### config.mk
export PLATFORM = sky130hd
export DESIGN_NAME = key_detect
export DESIGN_NICKNAME = d
export VERILOG_FILES = /design/src/rtl/key_pkg.sv /design/src/rtl/key_strip_counter.sv /design/src/rtl/key_detect.sv
export SDC_FILE = /design/constraint.sdc
export NUM_CORES = 1
export LEC_CHECK = 0
export CORE_MARGIN = 5
export CORE_UTILIZATION = 40
export CTS_CLUSTER_DIAMETER = 120
export CTS_CLUSTER_SIZE = 24
export DETAILED_ROUTE_END_ITERATION = 8
export PLACE_DENSITY = 0.51
export SYNTH_ARGS = -nofsm -noshare
export SYNTH_HDL_FRONTEND = slang
export SYNTH_HIERARCHICAL = 1
export SYNTH_SLANG_ARGS = --single-unit
### constraint.sdc
create_clock -name clk -period 8.3 [get_ports clk]
set_input_delay 2.075 -clock clk [delete_from_list [all_inputs] [get_ports clk]]
set_output_delay 2.075 -clock clk [all_outputs]
set_load 0.03 [all_outputs]
### src/rtl/key_pkg.sv
// Shared definitions for the key strip detector: pixel field layout, FSM encoding
// and counter width.
package key_pkg;

    localparam int PIX_W  = 9;
    localparam int R_HI   = 8;
    localparam int R_LO   = 6;
    localparam int G_HI   = 5;
    localparam int G_LO   = 3;
    localparam int B_HI   = 2;
    localparam int B_LO   = 0;

    localparam int LUMA_W = 5;
    localparam int CNT_W  = 16;

    localparam logic [1:0] ST_IDLE  = 2'd0;
    localparam logic [1:0] ST_ACCUM = 2'd1;
    localparam logic [1:0] ST_EVAL  = 2'd2;

    // r+g+b of three 3-bit channels, 0..21
    function automatic logic [LUMA_W-1:0] pix_luma(input logic [PIX_W-1:0] p);
        return LUMA_W'(p[R_HI:R_LO]) + LUMA_W'(p[G_HI:G_LO]) + LUMA_W'(p[B_HI:B_LO]);
    endfunction

endpackage

### src/rtl/key_strip_counter.sv
// Saturating dark-pixel counter for one key strip, with synchronous clear and
// a strict greater-than threshold flag.
module key_strip_counter
    import key_pkg::*;
#(
    parameter logic [CNT_W-1:0] THRESH = CNT_W'(400)
) (
    input  logic clk,
    input  logic rst,
    input  logic clr,
    input  logic en,
    output logic above
);

    logic [CNT_W-1:0] count_reg;

    always_ff @(posedge clk or negedge rst) begin
        if (!rst) begin
            count_reg <= '0;
        end else if (clr) begin
            count_reg <= '0;
        end else if (en && (count_reg != '1)) begin
            count_reg <= count_reg + 1'b1;
        end
    end

    assign above = (count_reg > THRESH);

endmodule

### src/rtl/key_detect.sv
// Per-frame key strip detector: counts dark pixels per strip inside a row band,
// then thresholds and debounces them into a key-pressed bitmap.
module key_detect
    import key_pkg::*;
#(
    parameter int H_RES    = 320,
    parameter int V_RES    = 240,
    parameter int NUM_KEYS = 8,
    parameter int KEY_W    = 40,
    parameter int Y_TOP    = 160,
    parameter int Y_BOT    = 220,
    parameter int LUMA_TH  = 6,
    parameter int CNT_TH   = 400
) (
    input  logic                clk,
    input  logic                rst,
    input  logic                frame_start,
    input  logic                pix_valid,
    input  logic [PIX_W-1:0]    pix_data,
    output logic [NUM_KEYS-1:0] keys,
    output logic                keys_valid,
    output logic                busy
);

    localparam int XW = $clog2(H_RES);
    localparam int YW = $clog2(V_RES);
    localparam int SW = $clog2(NUM_KEYS + 1);
    localparam int OW = $clog2(KEY_W);
    localparam int EW = $clog2(NUM_KEYS + 1);

    localparam logic [XW-1:0]     X_LAST    = XW'(H_RES - 1);
    localparam logic [YW-1:0]     Y_LAST    = YW'(V_RES - 1);
    localparam logic [YW-1:0]     Y_TOP_V   = YW'(Y_TOP);
    localparam logic [YW-1:0]     Y_BOT_V   = YW'(Y_BOT);
    localparam logic [OW-1:0]     O_LAST    = OW'(KEY_W - 1);
    localparam logic [SW-1:0]     NK_V      = SW'(NUM_KEYS);
    localparam logic [EW-1:0]     E_LAST    = EW'(NUM_KEYS);
    localparam logic [LUMA_W-1:0] LUMA_TH_V = LUMA_W'(LUMA_TH);

    logic [1:0]    state_reg;
    logic [XW-1:0] x_reg;
    logic [YW-1:0] y_reg;
    logic [SW-1:0] strip_reg;
    logic [OW-1:0] off_reg;
    logic [EW-1:0] eval_reg;
    logic          keys_valid_reg;

    logic          accept;
    logic          count_ok;
    logic          clr_cnt;
    logic [NUM_KEYS-1:0] above;

    // frame_start wins over a coincident pixel
    assign accept   = (state_reg == ST_ACCUM) && pix_valid && !frame_start;
    assign count_ok = accept
                      && (y_reg >= Y_TOP_V) && (y_reg <= Y_BOT_V)
                      && (strip_reg < NK_V)
                      && (pix_luma(pix_data) < LUMA_TH_V);
    assign clr_cnt  = frame_start && (state_reg != ST_EVAL);

    always_ff @(posedge clk or negedge rst) begin
        if (!rst) begin
            state_reg      <= ST_IDLE;
            x_reg          <= '0;
            y_reg          <= '0;
            strip_reg      <= '0;
            off_reg        <= '0;
            eval_reg       <= '0;
            keys_valid_reg <= 1'b0;
        end else begin
            keys_valid_reg <= 1'b0;
            case (state_reg)
                ST_IDLE: begin
                    if (frame_start) begin
                        state_reg <= ST_ACCUM;
                        x_reg     <= '0;
                        y_reg     <= '0;
                        strip_reg <= '0;
                        off_reg   <= '0;
                    end
                end
                ST_ACCUM: begin
                    if (frame_start) begin
                        x_reg     <= '0;
                        y_reg     <= '0;
                        strip_reg <= '0;
                        off_reg   <= '0;
                    end else if (pix_valid) begin
                        if (x_reg == X_LAST) begin
                            x_reg     <= '0;
                            strip_reg <= '0;
                            off_reg   <= '0;
                            if (y_reg == Y_LAST) begin
                                y_reg     <= '0;
                                eval_reg  <= '0;
                                state_reg <= ST_EVAL;
                            end else begin
                                y_reg <= y_reg + 1'b1;
                            end
                        end else begin
                            x_reg <= x_reg + 1'b1;
                            // strip index tracked incrementally; parks at NUM_KEYS past the last strip
                            if (off_reg == O_LAST) begin
                                off_reg <= '0;
                                if (strip_reg != NK_V) begin
                                    strip_reg <= strip_reg + 1'b1;
                                end
                            end else begin
                                off_reg <= off_reg + 1'b1;
                            end
                        end
                    end
                end
                ST_EVAL: begin
                    // slots 0..NUM_KEYS-1 evaluate one key each; the final slot publishes
                    if (eval_reg == E_LAST) begin
                        state_reg      <= ST_IDLE;
                        keys_valid_reg <= 1'b1;
                    end else begin
                        eval_reg <= eval_reg + 1'b1;
                    end
                end
                default: begin
                    state_reg <= ST_IDLE;
                end
            endcase
        end
    end

    for (genvar gi = 0; gi < NUM_KEYS; gi++) begin : g_key
        logic key_reg;
        logic prev_reg;
        logic eval_hit;

        key_strip_counter #(
            .THRESH(CNT_W'(CNT_TH))
        ) u_cnt (
            .clk  (clk),
            .rst  (rst),
            .clr  (clr_cnt),
            .en   (count_ok && (strip_reg == SW'(gi))),
            .above(above[gi])
        );

        assign eval_hit = (state_reg == ST_EVAL) && (eval_reg == EW'(gi));

        // a key only changes after two consecutive frames agree
        always_ff @(posedge clk or negedge rst) begin
            if (!rst) begin
                key_reg  <= 1'b0;
                prev_reg <= 1'b0;
            end else if (eval_hit) begin
                if (above[gi] == prev_reg) begin
                    key_reg <= above[gi];
                end
                prev_reg <= above[gi];
            end
        end

        assign keys[gi] = key_reg;
    end

    assign keys_valid = keys_valid_reg;
    assign busy       = (state_reg == ST_ACCUM) || (state_reg == ST_EVAL);

endmodule
==> impl_metrics.py, run 1 <==
metrics = {
    "timing": {
        "slew_headroom_pct": 35.9,
        "fin_worst_skew_ps": 13.4,
        "rsz0062_at_grt": "no",
        "finalSetupTns_ps": 0,
        "tightest_slew_ps": 961,
        "fmax_mhz": 170,
        "maxSlewViolCount": 0,
        "final.period_utilization_pct": 71.0,
        "timing.hold.ws_ps": 461,
        "finalHoldViolCount": 0,
        "setup_viol": 0,
        "post-route-min-period_ps": 5890,
    },
    "global_route": {
        "grt_pass1_wl_um": 42200,
        "grt_overflow": 0,
        "grt_max_degree": 164,
        "grt_pass1_vias": 8483,
        "antenna_found_initial": 0,
        "grt_usage_pct": 16.2,
    },
    "critical_path": {
        "crit_slowest_cell": "fa_1",
        "cp.arrival_ps": 6200,
        "r2r_end": "g_key[2].u_cnt/count_reg[15]",
        "regToRegSetupSlack_ps": 4250,
        "startpoint": "pix_data[1]",
        "crit_type": "in -> reg",
        "worst_setup_path_end_kind": "flop",
        "crit_fanout": 5,
        "start_kind": "input pin",
        "required_ps": 8610,
        "crit_family": "simple AND/OR/NAND/NOR gates",
        "crit_end": "g_key[2].u_cnt/count_reg[15]",
        "path_cells": "clkdlybuf4s50_1 -> inv_1 -> fa_1 -> inv_1 -> ha_1 -> fa_1 -> nand2_1 -> o2111ai_1 -> a2111oi_1 -> buf_4 -> nor2b_1 -> and2_1 -> and4_4 -> and3_1 -> nand4bb_1 -> mux2_1",
        "r2r_cells": 12,
        "path_buf_inv": 4,
        "critPathMaxStageDelay_ps": 520,
        "r2r_start": "state_reg[1]",
        "path_depth": 16,
    },
    "clock_tree": {
        "htreeDepth": 4,
        "clk_pin_slew_ps": 70,
        "cts_resized": 0,
        "post-cts-setup-buffers": 0,
        "holdBufCountCts": 0,
        "cts_buffer_depth": 2,
        "cts_root_buf": "clkbuf_16",
        "clk_latency_ps": 440,
        "cts_tree": "yes",
        "cts_buffers": 17,
        "cts.sinks": 178,
    },
    "placed_design": {
        "gp_congestion": 0.776,
        "port_buffers": 22,
        "dp_hpwl_um": 16100,
        "place_inst": 1542,
    },
    "final_layout": {
        "nets": 1234,
        "diodes": 0,
        "drive_above_1_share_pct": 10.1,
        "largest_reg_flops": 128,
        "synthToLayoutAreaGrowth_pct": 10.0,
        "fin_cells": 1574,
    },
    "routing": {
        "drtIter0Drc": 454,
        "vias_per_cell": 5.51,
        "drc": 0,
        "vias": 8673,
        "totalWireLength_um": 24000,
        "dr.pass1.iters": 4,
        "antenna_left": 0,
        "wl_per_cell_um": 15.2,
    },
    "die": {
        "die_h_um": 176,
        "fp-row-count": 61,
        "io_pins": 23,
        "start_util_pct": 40.2,
        "placeableCoreArea_um2": 27600,
        "die_area_um2": 31100,
        "dieWidth_um": 176,
    },
    "logic_synthesis": {
        "yosys_warnings": 6,
        "synth_area_um2": 11100,
        "syn_inst": 1180,
        "syn_area_per_cell_um2": 9.39,
        "yosys.cell_types.count": 67,
        "yosysSeqAreaShare_pct": 40.2,
        "synthArstFlopShare_pct": 100,
        "synth_edf_count": 0,
        "ys_ff_latch": 178,
        "syn-num-nets": 1231,
        "synth_ff_type": "dfrtp_1",
    },
    "status": {
        "status": "finished, final reports clean",
    },
    "worst_hold_path": {
        "hold_path.class": "reg -> reg",
    },
    "flow_run": {
        "maxCapViolCount": 0,
    },
    "power_and_ir_drop": {
        "p_leak_nw": 5.27,
        "p_per_area_nw_per_um2": 169,
        "ir_worst_vdd_v": 0.000154,
    },
}
-- worst min-delay path by stage --
stage | cells past startpoint | to | start | slack [ps]
finish | 2 | g_key[3].key_reg | g_key[3].prev_reg | 460
global route | 2 | g_key[2].key_reg | g_key[2].prev_reg | 490
CTS | 2 | g_key[3].key_reg | g_key[3].prev_reg | 470
detailed placement | 2 | g_key[3].key_reg | g_key[3].prev_reg | 450
global placement | 2 | g_key[7].key_reg | g_key[7].prev_reg | 450
floorplan | 1 | off_reg[5] | off_reg[5] | 440
-- synthesized netlist by cell type (8+ instances only) --
cell	instances	area, um^2
dfrtp_1	178	4450
nand2_1	105	394
nor2_1	100	375
a21oi_1	81	405
inv_1	54	203
o21ai_0	51	255
ha_1	35	438
nand3_1	35	175
nand4_1	32	200
o31ai_1	32	240
or4_1	30	225
mux2_2	29	327
nor2b_1	28	175
or3_1	26	163
a211oi_1	23	173
clkbuf_1	23	86.3
and2_1	22	138
nand2b_1	20	125
nor3_1	20	100
and4_1	18	158
a31oi_1	16	100
and3_1	15	93.8
nand4_4	15	319
xnor2_1	15	131
mux2i_1	10	100
nor4_1	10	62.6
buf_2	9	45.0
buf_4	9	67.6
a41o_1	8	80.1
mux2_1	8	90.1
nand4bb_1	8	90.1
nor4_2	8	100
o21bai_1	8	60.1
-- worst register-to-register path: stages, from the launching register on --
cell       delay (ps)
dfrtp_1           400
inv_1             110
ha_1              410
nor2b_1           550
o2111ai_1         200
a2111oi_1         400
buf_4             200
nor2b_1           380
and2_1            300
and4_4            310
and3_1            240
nand4bb_1         120
mux2_1            330
-- through the flow --
stage / setup slack (ps) / power [mW] / area (um^2) / util (%)
floorplan: 2860 / 1.18 / 11100 / -
finish: 2410 / 2.06 / 12200 / 44.2
CTS: 2390 / 2.09 / 12200 / 44.2
global route: 2110 / 2.18 / 12200 / 44.2
detailed placement: 1930 / 1.30 / 11600 / 42.2
global placement: 1910 / 1.30 / 11600 / 42.2
-- layer usage --
metal  GRT usage (%)  wire length (um)  up-vias
met5               0                 0        -
met4            3.97               221        0
met3            2.53               462       16
met2            26.4             11300       71
met1            22.6             12000     4202
li1                -                 -     4384
-- cells in the final DEF, fill, tap and decap left out, types with 32 or more instances in the layout --
cell     instances
nand3_1         35
nor2_1         100
o21ai_0         51
ha_1            35
inv_1           54
o31ai_1         32
a21oi_1         81
nand2_1        105
dfrtp_1        178
nand4_1         32
-- kinds of logic (layout without fill, tap and decap cells) --
kind of cell / Yosys count / after routing / share of synthesized area (%)
muxes: 47 / 47 / 4.66
AOI/OAI and AO/OA: 260 / 260 / 15.0
and+or+nand+nor: 538 / 538 / 30.2
DFF: 178 / 178 / 40.2
adders and majority gates: 38 / 38 / 4.49
xor gates and xnor gates: 21 / 21 / 1.66
buffers and inverters: 98 / 114 / 3.73
-- where the power goes --
part / total (mW) / internal (mW) / switching [mW] / leakage [nW]
sequential: 0.917 / 0.890 / 0.0268 / 2.48
combinational: 0.363 / 0.113 / 0.250 / 2.52
clock: 0.775 / 0.406 / 0.370 / 0.272
-- cell type report --
type / count / area, um^2
timing repair buffer: 28 / 282
multi-input combinational: 904 / 6220
clock inverter: 12 / 100
sequential: 178 / 4450
fill: 2673 / 15400
clock buffer: 20 / 457
tap: 378 / 473
inverter: 54 / 203
No activity file was read; power rests on OpenSTA's default activity.
==> inputs of run 2 (changes only) <==
clock period = 5.5 ns   (was 8.3 ns; I/O delays follow)
==> impl_metrics.py, run 2 (synthesis results as in run 1) <==
metrics = {
    "critical_path": {
        "regToRegSetupSlack_ps": 1900,
        "crit_fanout": 5,
        "cp.arrival_ps": 5340,
        "r2r_end": "g_key[1].u_cnt/count_reg[15]",
        "start_kind": "input pin",
        "path_buf_inv": 5,
        "crit_family": "adder cells",
        "path_cells": "clkdlybuf4s50_1 -> inv_1 -> fa_1 -> inv_1 -> ha_1 -> fa_1 -> nand2_1 -> o2111ai_1 -> a2111oi_1 -> buf_4 -> nor2b_1 -> buf_4 -> and2_1 -> and4_4 -> and3_1 -> nand4bb_1 -> mux2_1",
        "r2r_cells": 14,
        "required_ps": 5810,
        "r2r_start": "state_reg[1]",
        "critPathMaxStageDelay_ps": 530,
        "worst_setup_path_end_kind": "flop",
        "crit_type": "in -> reg",
        "crit_slowest_cell": "fa_1",
    },
    "placed_design": {
        "gp_congestion": 0.778,
        "place_inst": 1555,
        "dp_hpwl_um": 16400,
        "port_buffers": 22,
    },
    "timing": {
        "tightest_slew_ps": 861,
        "maxSlewViolCount": 0,
        "final.period_utilization_pct": 91.4,
        "fmax_mhz": 199,
        "post-route-min-period_ps": 5020,
        "rsz0062_at_grt": "no",
        "fin_worst_skew_ps": 11.2,
        "setup_viol": 0,
        "timing.hold.ws_ps": 465,
        "finalSetupTns_ps": 0,
        "finalHoldViolCount": 0,
        "slew_headroom_pct": 42.4,
    },
    "global_route": {
        "grt_usage_pct": 16.0,
        "antenna_found_initial": 0,
        "grt_pass1_vias": 8225,
        "grt_pass1_wl_um": 41500,
        "grt_max_degree": 106,
        "grt_overflow": 0,
    },
    "final_layout": {
        "diodes": 0,
        "layout_commonest_cell": "dfrtp_1",
        "fin_util_pct": 44.9,
        "nets": 1247,
        "layout_common_cells": "178 x dfrtp_1, 105 x nand2_1, 100 x nor2_1",
        "synthToLayoutAreaGrowth_pct": 11.6,
        "drive_above_1_share_pct": 11.2,
        "largest_reg_flops": 128,
        "fin_cells": 1587,
    },
    "clock_tree": {
        "htreeDepth": 4,
        "cts.sinks": 178,
        "cts_root_buf": "clkbuf_16",
        "clk_latency_ps": 430,
        "holdBufCountCts": 0,
        "cts_buffers": 17,
        "clk_pin_slew_ps": 80,
        "cts_resized": 0,
        "post-cts-setup-buffers": 0,
        "cts_buffer_depth": 2,
        "cts_tree": "yes",
    },
    "die": {
        "die_h_um": 176,
        "io_pins": 23,
        "placeableCoreArea_um2": 27600,
        "dieWidth_um": 176,
        "fp-row-count": 61,
        "die_area_um2": 31100,
        "start_util_pct": 40.2,
    },
    "power_and_ir_drop": {
        "power_mw": 3.24,
        "p_per_area_nw_per_um2": 262,
        "p_leak_nw": 5.38,
        "ir_worst_vdd_v": 0.000183,
    },
    "routing": {
        "dr.pass1.iters": 5,
        "totalWireLength_um": 24000,
        "drtIter0Drc": 535,
        "antenna_left": 0,
        "drc": 0,
        "vias_per_cell": 5.46,
        "wl_per_cell_um": 15.1,
        "vias": 8669,
    },
    "worst_hold_path": {
        "hold_path.class": "reg -> reg",
        "hold_end": "g_key[4].key_reg",
        "hold_depth": 2,
        "min_from": "g_key[4].prev_reg",
    },
    "status": {
        "status": "finished, final reports clean",
    },
    "flow_run": {
        "maxCapViolCount": 0,
    },
}
[run 2: how the worst max path moves through the flow]
stage                            from                           end  slack [ps]  depth (start not counted)
after detailed placement  pix_data[1]  g_key[3].u_cnt/count_reg[15]          30                         17
after CTS                 pix_data[1]  g_key[3].u_cnt/count_reg[15]         510                         17
after floorplan           pix_data[1]  g_key[0].u_cnt/count_reg[15]         760                         14
after global routing      pix_data[1]  g_key[2].u_cnt/count_reg[15]         250                         17
after global placement    pix_data[1]  g_key[3].u_cnt/count_reg[15]          90                         17
final                     pix_data[1]  g_key[1].u_cnt/count_reg[15]         480                         17
[run 2: cell type report]
cell class                 count  area (um^2)
timing repair buffer          41          392
clock inverter                13          166
fill                        2632        15200
sequential                   178         4450
inverter                      54          203
tap                          378          473
multi-input combinational    904         6220
clock buffer                  19          453
[run 2: power breakdown]
| part | total (mW) | internal [mW] | switching [mW] |
|---|---|---|---|
| combinational | 0.563 | 0.178 | 0.385 |
| clock | 1.30 | 0.716 | 0.579 |
| sequential | 1.39 | 1.34 | 0.0425 |
[run 2: worst register-to-register path, delay by kind of cell, from the launching register on]
family	cells	cell delay (ps)
multiplexers	1	320
AND/OR/NAND/NOR	6	1150
buffers and inverters	4	640
flip-flops	1	400
adder cells (fa/ha/maj)	1	440
AO/OA/AOI/OAI	2	550
[run 2: through the flow]
| step | instance area (um^2) | worst slack [ps] |
|---|---|---|
| 2_1_floorplan | 11100 | 764 |
| 4_1_cts | 12400 | 508 |
| 3_5_place_dp | 11700 | 25.6 |
| 6_report | 12400 | 476 |
| 5_1_grt | 12400 | 247 |
| 3_3_place_gp | 11700 | 86.6 |
[run 2: routing by layer]
metal  routed length [um]  part of all wire, %  vias to the layer above  global-route usage, %
li1                     -                    -                     4413                      -
met1                12100                   51                     4156                   23.0
met2                11100                   46                       86                   25.2
met3                  528                  2.2                       14                   2.57
met4                  218                 0.91                        0                   4.13
met5                    0                    0                        -                      0
==> inputs of run 3 (changes only) <==
ABC_AREA = 0   (was unset)
MAX_ROUTING_LAYER = met4   (was unset)
==> impl_metrics.py, run 3 (synthesis results as in run 1) <==
metrics = {
    "placed_design": {
        "place_inst": 1555,
        "gp_congestion": 0.788,
        "port_buffers": 22,
        "dp_hpwl_um": 16400,
        "dpl_worst_slack_ps": 25.6,
    },
    "timing": {
        "fin_worst_skew_ps": 12.3,
        "timing.hold.ws_ps": 464,
        "finalHoldViolCount": 0,
        "maxSlewViolCount": 0,
        "setup_slack_ps": 481,
        "final.period_utilization_pct": 91.2,
        "rsz0062_at_grt": "no",
        "setup_viol": 0,
        "finalSetupTns_ps": 0,
        "post-route-min-period_ps": 5020,
        "slew_headroom_pct": 42.4,
        "fmax_mhz": 199,
        "tightest_slew_ps": 861,
    },
    "die": {
        "die_area_um2": 31100,
        "placeableCoreArea_um2": 27600,
        "die_h_um": 176,
        "start_util_pct": 40.2,
        "dieWidth_um": 176,
        "fp-row-count": 61,
        "io_pins": 23,
    },
    "clock_tree": {
        "cts_tree": "yes",
        "cts_buffer_depth": 2,
        "cts_root_buf": "clkbuf_16",
        "cts_resized": 0,
        "post-cts-setup-buffers": 0,
        "cts.sinks": 178,
        "htreeDepth": 4,
        "clk_pin_slew_ps": 80,
        "cts_buffers": 17,
        "holdBufCountCts": 0,
        "clk_latency_ps": 440,
    },
    "power_and_ir_drop": {
        "ir_worst_vdd_v": 0.000185,
        "power_frac_seq_pct": 42.7,
        "pwr-share-clk_pct": 40.0,
        "p_leak_nw": 5.38,
        "p_switching_mw": 1.01,
        "switching_share_pct": 31.1,
        "intPower_mw": 2.24,
        "p_comb_share_pct": 17.4,
        "p_per_area_nw_per_um2": 263,
    },
    "critical_path": {
        "start_kind": "input pin",
        "crit_type": "in -> reg",
        "crit_fanout": 5,
        "critPathMaxStageDelay_ps": 530,
        "worst_setup_path_end_kind": "flop",
        "path_cells": "clkdlybuf4s50_1 -> inv_1 -> fa_1 -> inv_1 -> ha_1 -> fa_1 -> nand2_1 -> o2111ai_1 -> a2111oi_1 -> buf_4 -> nor2b_1 -> buf_4 -> and2_1 -> and4_4 -> and3_1 -> nand4bb_1 -> mux2_1",
        "cp.arrival_ps": 5340,
        "required_ps": 5820,
        "crit_slowest_cell": "fa_1",
    },
    "routing": {
        "drtIter0Drc": 518,
        "drc": 0,
        "vias": 8685,
        "wl_per_cell_um": 15.1,
        "antenna_left": 0,
        "totalWireLength_um": 24000,
        "dr.pass1.iters": 5,
        "vias_per_cell": 5.47,
    },
    "final_layout": {
        "largest_reg_flops": 128,
        "layout_commonest_cell": "dfrtp_1",
        "synthToLayoutAreaGrowth_pct": 11.6,
        "fin_util_pct": 44.9,
        "diodes": 0,
        "nets": 1247,
        "layout_common_cells": "178 x dfrtp_1, 105 x nand2_1, 100 x nor2_1",
        "drive_above_1_share_pct": 11.2,
        "fin_cells": 1587,
    },
    "global_route": {
        "grt_usage_pct": 16.4,
        "grt_pass1_vias": 8215,
        "grt_overflow": 0,
        "antenna_found_initial": 0,
        "grt_max_degree": 106,
        "grt_pass1_wl_um": 41600,
    },
    "status": {
        "status": "finished, final reports clean",
    },
    "flow_run": {
        "maxCapViolCount": 0,
    },
    "worst_hold_path": {
        "hold_path.class": "reg -> reg",
    },
}
==> run 3: cell counts in the layout (fill, tap and decap cells not counted) <==
No cell type changed its count.
==> run 3: per-layer routing <==
layer	up-vias	wire [um]	track usage [%]
li1	4415	-	-
met3	15	494	2.63
met2	79	11100	25.1
met1	4176	12200	23.1
met4	0	238	4.03
met5	-	0	-
==> run 3: final cells by class <==
cell class              instances  area, um^2
multi-input cells             904        6220
well taps                     378         473
flip-flops and latches        178        4450
clock buffers                  19         453
inverters                      54         203
fillers                      2632       15200
clock inverters                13         166
repair buffers                 41         392
==> run 3: power groups by stage <==
stage	Sequential [mW]	Combinational, mW	Clock [mW]
final	1.38	0.564	1.30
after global routing	1.39	0.640	1.40
after CTS	1.38	0.577	1.35
after detailed placement	1.41	0.574	0
after global placement	1.41	0.572	0
after floorplan	1.40	0.382	0
==> run 3: worst paths after layout <==
check	start	endpoint	slack, ps	cells past startpoint
worst max-delay path	pix_data[1]	g_key[1].u_cnt/count_reg[15]	480	17
worst max register to register	state_reg[1]	g_key[1].u_cnt/count_reg[15]	1900	14
worst min register to register	g_key[4].prev_reg	g_key[4].key_reg	460	2
worst min-delay path	g_key[4].prev_reg	g_key[4].key_reg	460	2
min in group asynchronous	rst	g_key[6].u_cnt/count_reg[0]	970	1
max in group asynchronous	rst	x_reg[5]	3510	2
==> run 3: critical path, delay by kind of cell <==
family | cells | cell delay [ps]
AND/OR/NAND/NOR | 6 | 1030
AO/OA/AOI/OAI | 2 | 520
multiplexers | 1 | 320
adder cells (fa/ha/maj) | 3 | 1180
buffers and inverters | 5 | 910
==> run 3: through the flow <==
stage | total power [mW] | area, um^2
final | 3.25 | 12400
after global routing | 3.43 | 12400
after CTS | 3.31 | 12400
after detailed placement | 1.98 | 11700
after global placement | 1.98 | 11700
after floorplan | 1.78 | 11100
